File: src/rtl/axi_ram_fill_pkg.sv
// Shared types and constants for the AXI4 fill engine: FSM encoding, AXI codes and
// the helper that limits a burst to the current 4 KB page.
package axi_ram_fill_pkg;

  typedef enum logic [1:0] {
    StIdle,
    StAddr,
    StData,
    StResp
  } fill_state_e;

  localparam logic [1:0] BURST_INCR = 2'b01;
  localparam logic [1:0] RESP_OKAY  = 2'b00;

  localparam int unsigned BoundaryBytes = 4096;

  // Words left before the next 4 KB boundary, or before address wrap for narrow buses.
  function automatic int unsigned boundary_words(input logic [31:0] addr,
                                                 input int unsigned addr_width,
                                                 input int unsigned size_log2);
    logic [31:0] region;
    logic [31:0] offset;
    region = (addr_width >= 12) ? 32'(BoundaryBytes) : (32'd1 << addr_width);
    offset = addr & (region - 32'd1);
    return (region - offset) >> size_log2;
  endfunction

endpackage

File: src/rtl/axi_ram_fill_if.sv
// AXI4 write-only channel bundle (AW, W, B) between the fill engine and its slave.
interface axi_ram_fill_if #(
  parameter int unsigned DATA_WIDTH = 32,
  parameter int unsigned ADDR_WIDTH = 16,
  parameter int unsigned ID_WIDTH   = 8
);
  localparam int unsigned STRB_WIDTH = DATA_WIDTH / 8;

  logic [ID_WIDTH-1:0]   awid;
  logic [ADDR_WIDTH-1:0] awaddr;
  logic [7:0]            awlen;
  logic [2:0]            awsize;
  logic [1:0]            awburst;
  logic                  awlock;
  logic [3:0]            awcache;
  logic [2:0]            awprot;
  logic                  awvalid;
  logic                  awready;
  logic [DATA_WIDTH-1:0] wdata;
  logic [STRB_WIDTH-1:0] wstrb;
  logic                  wlast;
  logic                  wvalid;
  logic                  wready;
  logic [ID_WIDTH-1:0]   bid;
  logic [1:0]            bresp;
  logic                  bvalid;
  logic                  bready;

  modport master (
    output awid, awaddr, awlen, awsize, awburst, awlock, awcache, awprot, awvalid,
    output wdata, wstrb, wlast, wvalid,
    output bready,
    input  awready, wready, bid, bresp, bvalid
  );

  modport slave (
    input  awid, awaddr, awlen, awsize, awburst, awlock, awcache, awprot, awvalid,
    input  wdata, wstrb, wlast, wvalid,
    input  bready,
    output awready, wready, bid, bresp, bvalid
  );

endinterface

File: src/rtl/axi_ram_fill.sv
// AXI4 fill engine: writes a constant or incrementing pattern over a word-aligned region
// as INCR bursts capped by MAX_BURST_LEN and 4 KB pages, one burst outstanding at a time.
module axi_ram_fill
  import axi_ram_fill_pkg::*;
#(
  parameter int unsigned DATA_WIDTH    = 32,
  parameter int unsigned ADDR_WIDTH    = 16,
  parameter int unsigned STRB_WIDTH    = DATA_WIDTH / 8,
  parameter int unsigned ID_WIDTH      = 8,
  parameter int unsigned MAX_BURST_LEN = 16,
  parameter int unsigned COUNT_WIDTH   = 16
) (
  input  logic                   clk,
  input  logic                   rst,
  input  logic                   start,
  input  logic [ADDR_WIDTH-1:0]  cmd_addr,
  input  logic [COUNT_WIDTH-1:0] cmd_count,
  input  logic [DATA_WIDTH-1:0]  cmd_pattern,
  input  logic                   cmd_incr,
  output logic                   busy,
  output logic                   done,
  output logic                   error,
  axi_ram_fill_if.master         m_axi
);

  localparam int unsigned SizeLog2 = $clog2(STRB_WIDTH);
  localparam logic [ADDR_WIDTH-1:0] AlignMask = ~ADDR_WIDTH'(STRB_WIDTH - 1);

  function automatic logic [8:0] calc_beats(input logic [ADDR_WIDTH-1:0]  addr,
                                            input logic [COUNT_WIDTH-1:0] rem);
    int unsigned beats;
    int unsigned limit;
    beats = 32'(rem);
    if (beats > MAX_BURST_LEN) beats = MAX_BURST_LEN;
    limit = boundary_words(32'(addr), ADDR_WIDTH, SizeLog2);
    if (beats > limit) beats = limit;
    return beats[8:0];
  endfunction

  fill_state_e            state_q;
  logic [ADDR_WIDTH-1:0]  addr_q;
  logic [COUNT_WIDTH-1:0] rem_q;
  logic [8:0]             beats_q;
  logic [8:0]             beat_cnt_q;
  logic                   incr_q;
  logic                   err_acc_q;
  logic                   busy_q;
  logic                   done_q;
  logic                   error_q;
  logic [ADDR_WIDTH-1:0]  awaddr_q;
  logic [7:0]             awlen_q;
  logic                   awvalid_q;
  logic [DATA_WIDTH-1:0]  wdata_q;
  logic                   wlast_q;
  logic                   wvalid_q;
  logic                   bready_q;

  logic [ADDR_WIDTH-1:0]  start_addr;
  logic [8:0]             start_beats;
  logic [ADDR_WIDTH-1:0]  next_addr;
  logic [COUNT_WIDTH-1:0] next_rem;
  logic [8:0]             next_beats;
  logic                   burst_err;

  always_comb begin
    start_addr  = cmd_addr & AlignMask;
    start_beats = calc_beats(start_addr, cmd_count);
    next_addr   = addr_q + ADDR_WIDTH'(32'(beats_q) << SizeLog2);
    next_rem    = rem_q - COUNT_WIDTH'(beats_q);
    next_beats  = calc_beats(next_addr, next_rem);
    burst_err   = (m_axi.bresp != RESP_OKAY);
  end

  always_ff @(posedge clk) begin
    if (rst) begin
      state_q    <= StIdle;
      addr_q     <= '0;
      rem_q      <= '0;
      beats_q    <= '0;
      beat_cnt_q <= '0;
      incr_q     <= 1'b0;
      err_acc_q  <= 1'b0;
      busy_q     <= 1'b0;
      done_q     <= 1'b0;
      error_q    <= 1'b0;
      awaddr_q   <= '0;
      awlen_q    <= '0;
      awvalid_q  <= 1'b0;
      wdata_q    <= '0;
      wlast_q    <= 1'b0;
      wvalid_q   <= 1'b0;
      bready_q   <= 1'b0;
    end else begin
      done_q  <= 1'b0;
      error_q <= 1'b0;
      case (state_q)
        StIdle: begin
          if (start) begin
            if (cmd_count == '0) begin
              done_q <= 1'b1;
            end else begin
              state_q   <= StAddr;
              busy_q    <= 1'b1;
              addr_q    <= start_addr;
              rem_q     <= cmd_count;
              beats_q   <= start_beats;
              awaddr_q  <= start_addr;
              awlen_q   <= 8'(start_beats - 9'd1);
              awvalid_q <= 1'b1;
              wdata_q   <= cmd_pattern;
              incr_q    <= cmd_incr;
              err_acc_q <= 1'b0;
            end
          end
        end
        StAddr: begin
          if (m_axi.awready) begin
            awvalid_q  <= 1'b0;
            wvalid_q   <= 1'b1;
            wlast_q    <= (beats_q == 9'd1);
            beat_cnt_q <= beats_q;
            state_q    <= StData;
          end
        end
        StData: begin
          if (m_axi.wready) begin
            // Running word index from command start lives in wdata itself.
            wdata_q    <= wdata_q + DATA_WIDTH'(incr_q);
            beat_cnt_q <= beat_cnt_q - 9'd1;
            wlast_q    <= (beat_cnt_q == 9'd2);
            if (wlast_q) begin
              wvalid_q <= 1'b0;
              wlast_q  <= 1'b0;
              bready_q <= 1'b1;
              state_q  <= StResp;
            end
          end
        end
        StResp: begin
          if (m_axi.bvalid) begin
            bready_q  <= 1'b0;
            addr_q    <= next_addr;
            rem_q     <= next_rem;
            err_acc_q <= err_acc_q | burst_err;
            if (next_rem != '0) begin
              beats_q   <= next_beats;
              awaddr_q  <= next_addr;
              awlen_q   <= 8'(next_beats - 9'd1);
              awvalid_q <= 1'b1;
              state_q   <= StAddr;
            end else begin
              done_q  <= 1'b1;
              error_q <= err_acc_q | burst_err;
              busy_q  <= 1'b0;
              state_q <= StIdle;
            end
          end
        end
        default: state_q <= StIdle;
      endcase
    end
  end

  assign busy  = busy_q;
  assign done  = done_q;
  assign error = error_q;

  assign m_axi.awid    = '0;
  assign m_axi.awaddr  = awaddr_q;
  assign m_axi.awlen   = awlen_q;
  assign m_axi.awsize  = 3'(SizeLog2);
  assign m_axi.awburst = BURST_INCR;
  assign m_axi.awlock  = 1'b0;
  assign m_axi.awcache = '0;
  assign m_axi.awprot  = '0;
  assign m_axi.awvalid = awvalid_q;
  assign m_axi.wdata   = wdata_q;
  assign m_axi.wstrb   = '1;
  assign m_axi.wlast   = wlast_q;
  assign m_axi.wvalid  = wvalid_q;
  assign m_axi.bready  = bready_q;

  logic unused_bid;
  assign unused_bid = ^m_axi.bid;

endmodule
File: src/flat_wrapper.sv
// flat-port wrapper written by rule: the top's interface ports become plain ports
module axi_ram_fill_flat import axi_ram_fill_pkg::*;
#(
  parameter int unsigned DATA_WIDTH    = 32,
  parameter int unsigned ADDR_WIDTH    = 16,
  parameter int unsigned STRB_WIDTH    = DATA_WIDTH / 8,
  parameter int unsigned ID_WIDTH      = 8,
  parameter int unsigned MAX_BURST_LEN = 16,
  parameter int unsigned COUNT_WIDTH   = 16
)
  (clk, rst, start, cmd_addr, cmd_count, cmd_pattern, cmd_incr, busy, done, error, m_axi_awid, m_axi_awaddr, m_axi_awlen, m_axi_awsize, m_axi_awburst, m_axi_awlock, m_axi_awcache, m_axi_awprot, m_axi_awvalid, m_axi_wdata, m_axi_wstrb, m_axi_wlast, m_axi_wvalid, m_axi_bready, m_axi_awready, m_axi_wready, m_axi_bid, m_axi_bresp, m_axi_bvalid);
  axi_ram_fill_if #(.DATA_WIDTH(DATA_WIDTH), .ADDR_WIDTH(ADDR_WIDTH), .ID_WIDTH(ID_WIDTH)) m_axi_i ();
  input  logic clk;
  input  logic rst;
  input  logic start;
  input  logic [ADDR_WIDTH-1:0] cmd_addr;
  input  logic [COUNT_WIDTH-1:0] cmd_count;
  input  logic [DATA_WIDTH-1:0] cmd_pattern;
  input  logic cmd_incr;
  output logic busy;
  output logic done;
  output logic error;
  output wire logic [$bits(m_axi_i.awid)-1:0] m_axi_awid;
  output wire logic [$bits(m_axi_i.awaddr)-1:0] m_axi_awaddr;
  output wire logic [$bits(m_axi_i.awlen)-1:0] m_axi_awlen;
  output wire logic [$bits(m_axi_i.awsize)-1:0] m_axi_awsize;
  output wire logic [$bits(m_axi_i.awburst)-1:0] m_axi_awburst;
  output wire logic [$bits(m_axi_i.awlock)-1:0] m_axi_awlock;
  output wire logic [$bits(m_axi_i.awcache)-1:0] m_axi_awcache;
  output wire logic [$bits(m_axi_i.awprot)-1:0] m_axi_awprot;
  output wire logic [$bits(m_axi_i.awvalid)-1:0] m_axi_awvalid;
  output wire logic [$bits(m_axi_i.wdata)-1:0] m_axi_wdata;
  output wire logic [$bits(m_axi_i.wstrb)-1:0] m_axi_wstrb;
  output wire logic [$bits(m_axi_i.wlast)-1:0] m_axi_wlast;
  output wire logic [$bits(m_axi_i.wvalid)-1:0] m_axi_wvalid;
  output wire logic [$bits(m_axi_i.bready)-1:0] m_axi_bready;
  input wire logic [$bits(m_axi_i.awready)-1:0] m_axi_awready;
  input wire logic [$bits(m_axi_i.wready)-1:0] m_axi_wready;
  input wire logic [$bits(m_axi_i.bid)-1:0] m_axi_bid;
  input wire logic [$bits(m_axi_i.bresp)-1:0] m_axi_bresp;
  input wire logic [$bits(m_axi_i.bvalid)-1:0] m_axi_bvalid;
  assign m_axi_awid = m_axi_i.awid;
  assign m_axi_awaddr = m_axi_i.awaddr;
  assign m_axi_awlen = m_axi_i.awlen;
  assign m_axi_awsize = m_axi_i.awsize;
  assign m_axi_awburst = m_axi_i.awburst;
  assign m_axi_awlock = m_axi_i.awlock;
  assign m_axi_awcache = m_axi_i.awcache;
  assign m_axi_awprot = m_axi_i.awprot;
  assign m_axi_awvalid = m_axi_i.awvalid;
  assign m_axi_wdata = m_axi_i.wdata;
  assign m_axi_wstrb = m_axi_i.wstrb;
  assign m_axi_wlast = m_axi_i.wlast;
  assign m_axi_wvalid = m_axi_i.wvalid;
  assign m_axi_bready = m_axi_i.bready;
  assign m_axi_i.awready = m_axi_awready;
  assign m_axi_i.wready = m_axi_wready;
  assign m_axi_i.bid = m_axi_bid;
  assign m_axi_i.bresp = m_axi_bresp;
  assign m_axi_i.bvalid = m_axi_bvalid;
  axi_ram_fill #(.DATA_WIDTH(DATA_WIDTH), .ADDR_WIDTH(ADDR_WIDTH), .STRB_WIDTH(STRB_WIDTH), .ID_WIDTH(ID_WIDTH), .MAX_BURST_LEN(MAX_BURST_LEN), .COUNT_WIDTH(COUNT_WIDTH)) u_core (.clk(clk), .rst(rst), .start(start), .cmd_addr(cmd_addr), .cmd_count(cmd_count), .cmd_pattern(cmd_pattern), .cmd_incr(cmd_incr), .busy(busy), .done(done), .error(error), .m_axi(m_axi_i));
endmodule
File: config.mk
export PLATFORM = sky130hd
export DESIGN_NAME = axi_ram_fill_flat
export DESIGN_NICKNAME = d
export VERILOG_FILES = /design/src/rtl/axi_ram_fill_pkg.sv /design/src/rtl/axi_ram_fill_if.sv /design/src/rtl/axi_ram_fill.sv /design/src/flat_wrapper.sv
export SDC_FILE = /design/constraint.sdc
export NUM_CORES = 1
export LEC_CHECK = 0
export ABC_AREA = 1
export BUFFER_PORTS_ARGS = -buffer_cell sky130_fd_sc_hd__clkbuf_2
export CAP_MARGIN = 10
export CORE_AREA = 8 8 148 150
export CTS_BUF_LIST = sky130_fd_sc_hd__clkbuf_8 sky130_fd_sc_hd__clkbuf_16
export CTS_CLUSTER_SIZE = 40
export DETAILED_ROUTE_END_ITERATION = 7
export DIE_AREA = 0 0 156 158
export PLACE_DENSITY = 0.73
export SLEW_MARGIN = 20
export SYNTH_ARGS = -nofsm -noshare
export SYNTH_HDL_FRONTEND = slang
export SYNTH_SLANG_ARGS = --single-unit
File: constraint.sdc
create_clock -name clk -period 5.2 [get_ports clk]
set_clock_uncertainty 0.2 [all_clocks]
set_input_delay 1.56 -clock clk [delete_from_list [all_inputs] [get_ports clk]]
set_output_delay 1.56 -clock clk [all_outputs]
set_load 0.01 [all_outputs]
==> metrics.log <==
[metrics] data arrival time of the critical path: 4.94 ns
[metrics] number of enable-type register cells in the synthesized netlist: 0
[metrics] RSZ-0062 raised after global routing: no
[metrics] post-synthesis instance area: 8661 µm²
[metrics] cts hold-fix bufs: 0
[metrics] Post-Synthesis Mean Instance Area: 6.473 µm²
[metrics] Critical Path End Type: register
[metrics] Worst Path Max Fanout: 7
[metrics] weighted congestion reported at the end of routability-driven placement: 0.9002
[metrics] Max stage delay cell, worst path: sky130_fd_sc_hd__a21boi_1
[metrics] HPWL reported at the end of detailed placement: 19.09 mm
[metrics] outcome: complete, no violations
[metrics] max-cap check violation count: 0
[metrics] Die Footprint: 24650 µm²
[metrics] share of Yosys cell area claimed by the top area cell type: 27.04%
[metrics] layout cells sized above 1: 15.74%
[metrics] Avg Vias per Cell: 5.179
[metrics] Initial Utilization: 43.93%
[metrics] number of DRC violations after detailed routing: 0
[metrics] die height: 158 µm
[metrics] layout net count: 1594
[metrics] async set-reset flop share out of synthesis: 0%
[metrics] remaining antenna violation count: 0
[metrics] Placeable Area: 19710 µm²
[metrics] leakage power total: 4.849 nW
[metrics] number of clock buffers inserted by TritonCTS: 17
[metrics] Final TNS setup: 0 ns
[metrics] number of global-route vias before repair: 8356
[metrics] maximum number of pins on one net before global-route repair: 65
[metrics] post-synthesis sequential element count: 117
[metrics] sequential fraction of the synthesis area: 27.04%
[metrics] Area contributors post-synth: sky130_fd_sc_hd__dfxtp_1, sky130_fd_sc_hd__nand2_1, sky130_fd_sc_hd__inv_1
[metrics] post-layout minimum cycle time: 4.829 ns
[metrics] highest cell delay on the worst timing path: 0.41 ns
[metrics] Site Rows: 52
[metrics] crit path setup slack, layout: 0.3710 ns
[metrics] top cells by instance count after synthesis: sky130_fd_sc_hd__nand2_1, sky130_fd_sc_hd__inv_1, sky130_fd_sc_hd__nor2_1
[metrics] final wirelength: 25.40 mm
[metrics] global-route wire length before repair: 40.48 mm
[metrics] remaining global-route overflow: 0
[metrics] H-tree levels: 4
[metrics] final cell count without fillers: 1744
[metrics] hold crit path type: register to register
[metrics] clock slew at the register clock pins of the worst setup and hold paths: 0.05 ns
[metrics] most used flip-flop cell after synthesis: sky130_fd_sc_hd__dfxtp_1
[metrics] count of unique library cells instantiated by Yosys: 46
[metrics] number of clock sinks: 117
[metrics] peak supply drop: 0.3152 mV
[metrics] critical path cell sequence: clkbuf_2 > inv_1 > ha_1 > nand3_1 > nor3_1 > nor3b_1 > xor2_1 > ha_1 > nand2_1 > nor2_1 > nand3_1 > a21boi_1 > a21oi_1 > a21oi_2 > ha_1 > nand3_1 > o21ai_0 > nor2_1
[metrics] CTS tree: yes
[metrics] final setup violation count: 0
[metrics] latest clock arrival within the worst-skew pair: 0.42 ns
[metrics] fillcell total: 1991
[metrics] Vias: 9033
[metrics] maximum buffer depth of the clock tree: 2
[metrics] number of placed instances, taps included: 1712
[metrics] First DRT Iteration DRCs: 682
[metrics] final hold violation count: 0
[metrics] Post-Place Setup Slack: 0.01062 ns
[metrics] wire length per cell after detailed routing: 14.56 µm
[metrics] port buffer count: 133
[metrics] most used standard cell by instance count after synthesis: sky130_fd_sc_hd__nand2_1
[metrics] Synth warnings: 0
[metrics] number of antenna violations at the first check in global routing: 0
[metrics] total iterations of the first detailed-routing run: 5
[metrics] area leader, netlist: sky130_fd_sc_hd__dfxtp_1
[metrics] WP data required: 5.31 ns
[metrics] number of max-slew violations in the final report: 0
[metrics] max_slew headroom: 35.33%
[metrics] Fmax achieved: 207.1 MHz
[metrics] width of the die: 156 µm
[metrics] All-Layer GR Usage: 20.32%
[metrics] slew at the pin with the worst max-slew slack: 0.9701 ns
[metrics] library cell used as clock root buffer: sky130_fd_sc_hd__clkbuf_16
[metrics] kind of critical path: input port to register
[metrics] I/O Pins: 169
[metrics] number of inserted diodes: 0
[metrics] Final period util: 92.87%
[metrics] area delta synth->final: 16.27%
[metrics] total power density per cell area: 666.9 nW/µm²
[metrics] category of the worst setup path launch point: input port
[metrics] number of standard cells after synthesis: 1338
==> routing by layer <==
layer,global-route usage [%],routed length (µm),vias to the layer above
li1,-,-,4579
met1,24.48,11000,4093
met2,34.11,11710,307
met3,4.368,1876,54
met4,9.288,800,0
met5,0,0,-
==> repair_timing <==
action | CTS | global route
endpoints found under the setup margin | 0 | 6
buffers inserted | 0 | 0
gates resized for setup | 0 | 4
==> cells by family after synthesis <==
kind of cell | count (synthesis) | synth area share (%)
compound gates | 288 | 18.36
other cells | 2 | 0.08671
simple gates | 580 | 29.38
buf+inv | 251 | 12.58
fa+ha+maj | 52 | 7.686
flops | 117 | 27.04
xor+xnor | 48 | 4.854
==> cells in the final DEF (no fill, tap or decap), types with 5 or more instances in the layout <==
| cell type | Yosys | final |
|---|---|---|
| sky130_fd_sc_hd__nand2_1 | 260 | 259 |
| sky130_fd_sc_hd__inv_1 | 169 | 168 |
| sky130_fd_sc_hd__nor2_1 | 153 | 152 |
| sky130_fd_sc_hd__clkbuf_2 | 0 | 133 |
| sky130_fd_sc_hd__dfxtp_1 | 117 | 117 |
| sky130_fd_sc_hd__a21oi_1 | 115 | 113 |
| sky130_fd_sc_hd__o21ai_0 | 113 | 113 |
| sky130_fd_sc_hd__nand3_1 | 70 | 70 |
| sky130_fd_sc_hd__ha_1 | 50 | 49 |
| sky130_fd_sc_hd__conb_1 | 2 | 37 |
| sky130_fd_sc_hd__xor2_1 | 36 | 36 |
| sky130_fd_sc_hd__nand4_1 | 27 | 27 |
| sky130_fd_sc_hd__nand2_2 | 18 | 19 |
| sky130_fd_sc_hd__nor3_1 | 19 | 19 |
| sky130_fd_sc_hd__clkbuf_16 | 0 | 17 |
| sky130_fd_sc_hd__o211ai_1 | 14 | 14 |
| sky130_fd_sc_hd__a221oi_1 | 14 | 14 |
| sky130_fd_sc_hd__xnor2_1 | 12 | 12 |
| sky130_fd_sc_hd__a31oi_1 | 12 | 12 |
| sky130_fd_sc_hd__buf_4 | 25 | 12 |
| sky130_fd_sc_hd__nor2_2 | 7 | 8 |
| sky130_fd_sc_hd__a211oi_1 | 7 | 7 |
| sky130_fd_sc_hd__inv_2 | 4 | 5 |
| sky130_fd_sc_hd__clkinvlp_4 | 0 | 5 |
==> worst max-delay path: cells and delay by family <==
| family | cells | cell delay, ns |
|---|---|---|
| AOI/OAI and AO/OA | 4 | 1.04 |
| xor gates and xnor gates | 1 | 0.26 |
| adders and majority gates | 3 | 0.67 |
| buffers and inverters | 2 | 0.21 |
| and+or+nand+nor | 8 | 1.20 |
==> final cells by class <==
cell class                 count  area [µm²]  area share, %
multi-input combinational   1005        5375          53.38
clock inverter                13       146.4          1.454
sequential                   117        2342          23.26
clock buffer                  19       452.9          4.498
inverter                     175       659.4          6.548
tap                          270       337.8          3.355
timing repair buffer         145       755.7          7.505
==> flip-flops by register name (all words and copies together) (netlist names) <==
register	cells
u_core.error	1
u_core.done	1
u_core.incr_q	1
u_core.busy	1
u_core.m_axi.wlast	1
u_core.state_q	2
u_core.rem_q	16
u_core.m_axi.wvalid	1
u_core.addr_q	16
u_core.m_axi.awlen	8
u_core.m_axi.awaddr	16
u_core.err_acc_q	1
u_core.m_axi.awvalid	1
u_core.m_axi.wdata	32
u_core.beat_cnt_q	9
u_core.beats_q	9
u_core.m_axi.bready	1
==> per-stage QoR <==
stage          total power [mW]  utilization (%)  hold WS (ns)  cell area, µm²
6_report                  6.716            51.08        0.2452           10070
5_1_grt                   7.330            51.08        0.2717           10070
4_1_cts                   6.681            51.03        0.2473           10060
3_5_place_dp              5.448            47.99        0.2394            9462
3_3_place_gp              5.373            47.99        0.2331            9462
2_1_floorplan             4.522                -        0.2221            8792
==> power breakdown <==
group | total, mW | switching (mW) | internal, mW | leakage [nW]
logic | 3.94 | 2.60 | 1.34 | 3.60
clock network | 1.20 | 0.469 | 0.735 | 0.279
registers | 1.57 | 0.327 | 1.25 | 0.965
==> path summary, 6_finish.rpt <==
check | from | to | slack [ns] | depth (start not counted)
worst max-delay path | cmd_addr[2] | u_core.m_axi.awlen[6] | 0.37 | 18
worst min-delay path | u_core.addr_q[0] | u_core.addr_q[0] | 0.25 | 2
worst max register to register | u_core.beats_q[0] | u_core.m_axi.awlen[2] | 0.45 | 31
worst min register to register | u_core.addr_q[0] | u_core.addr_q[0] | 0.25 | 2
Power figures use the tool's default switching activity.
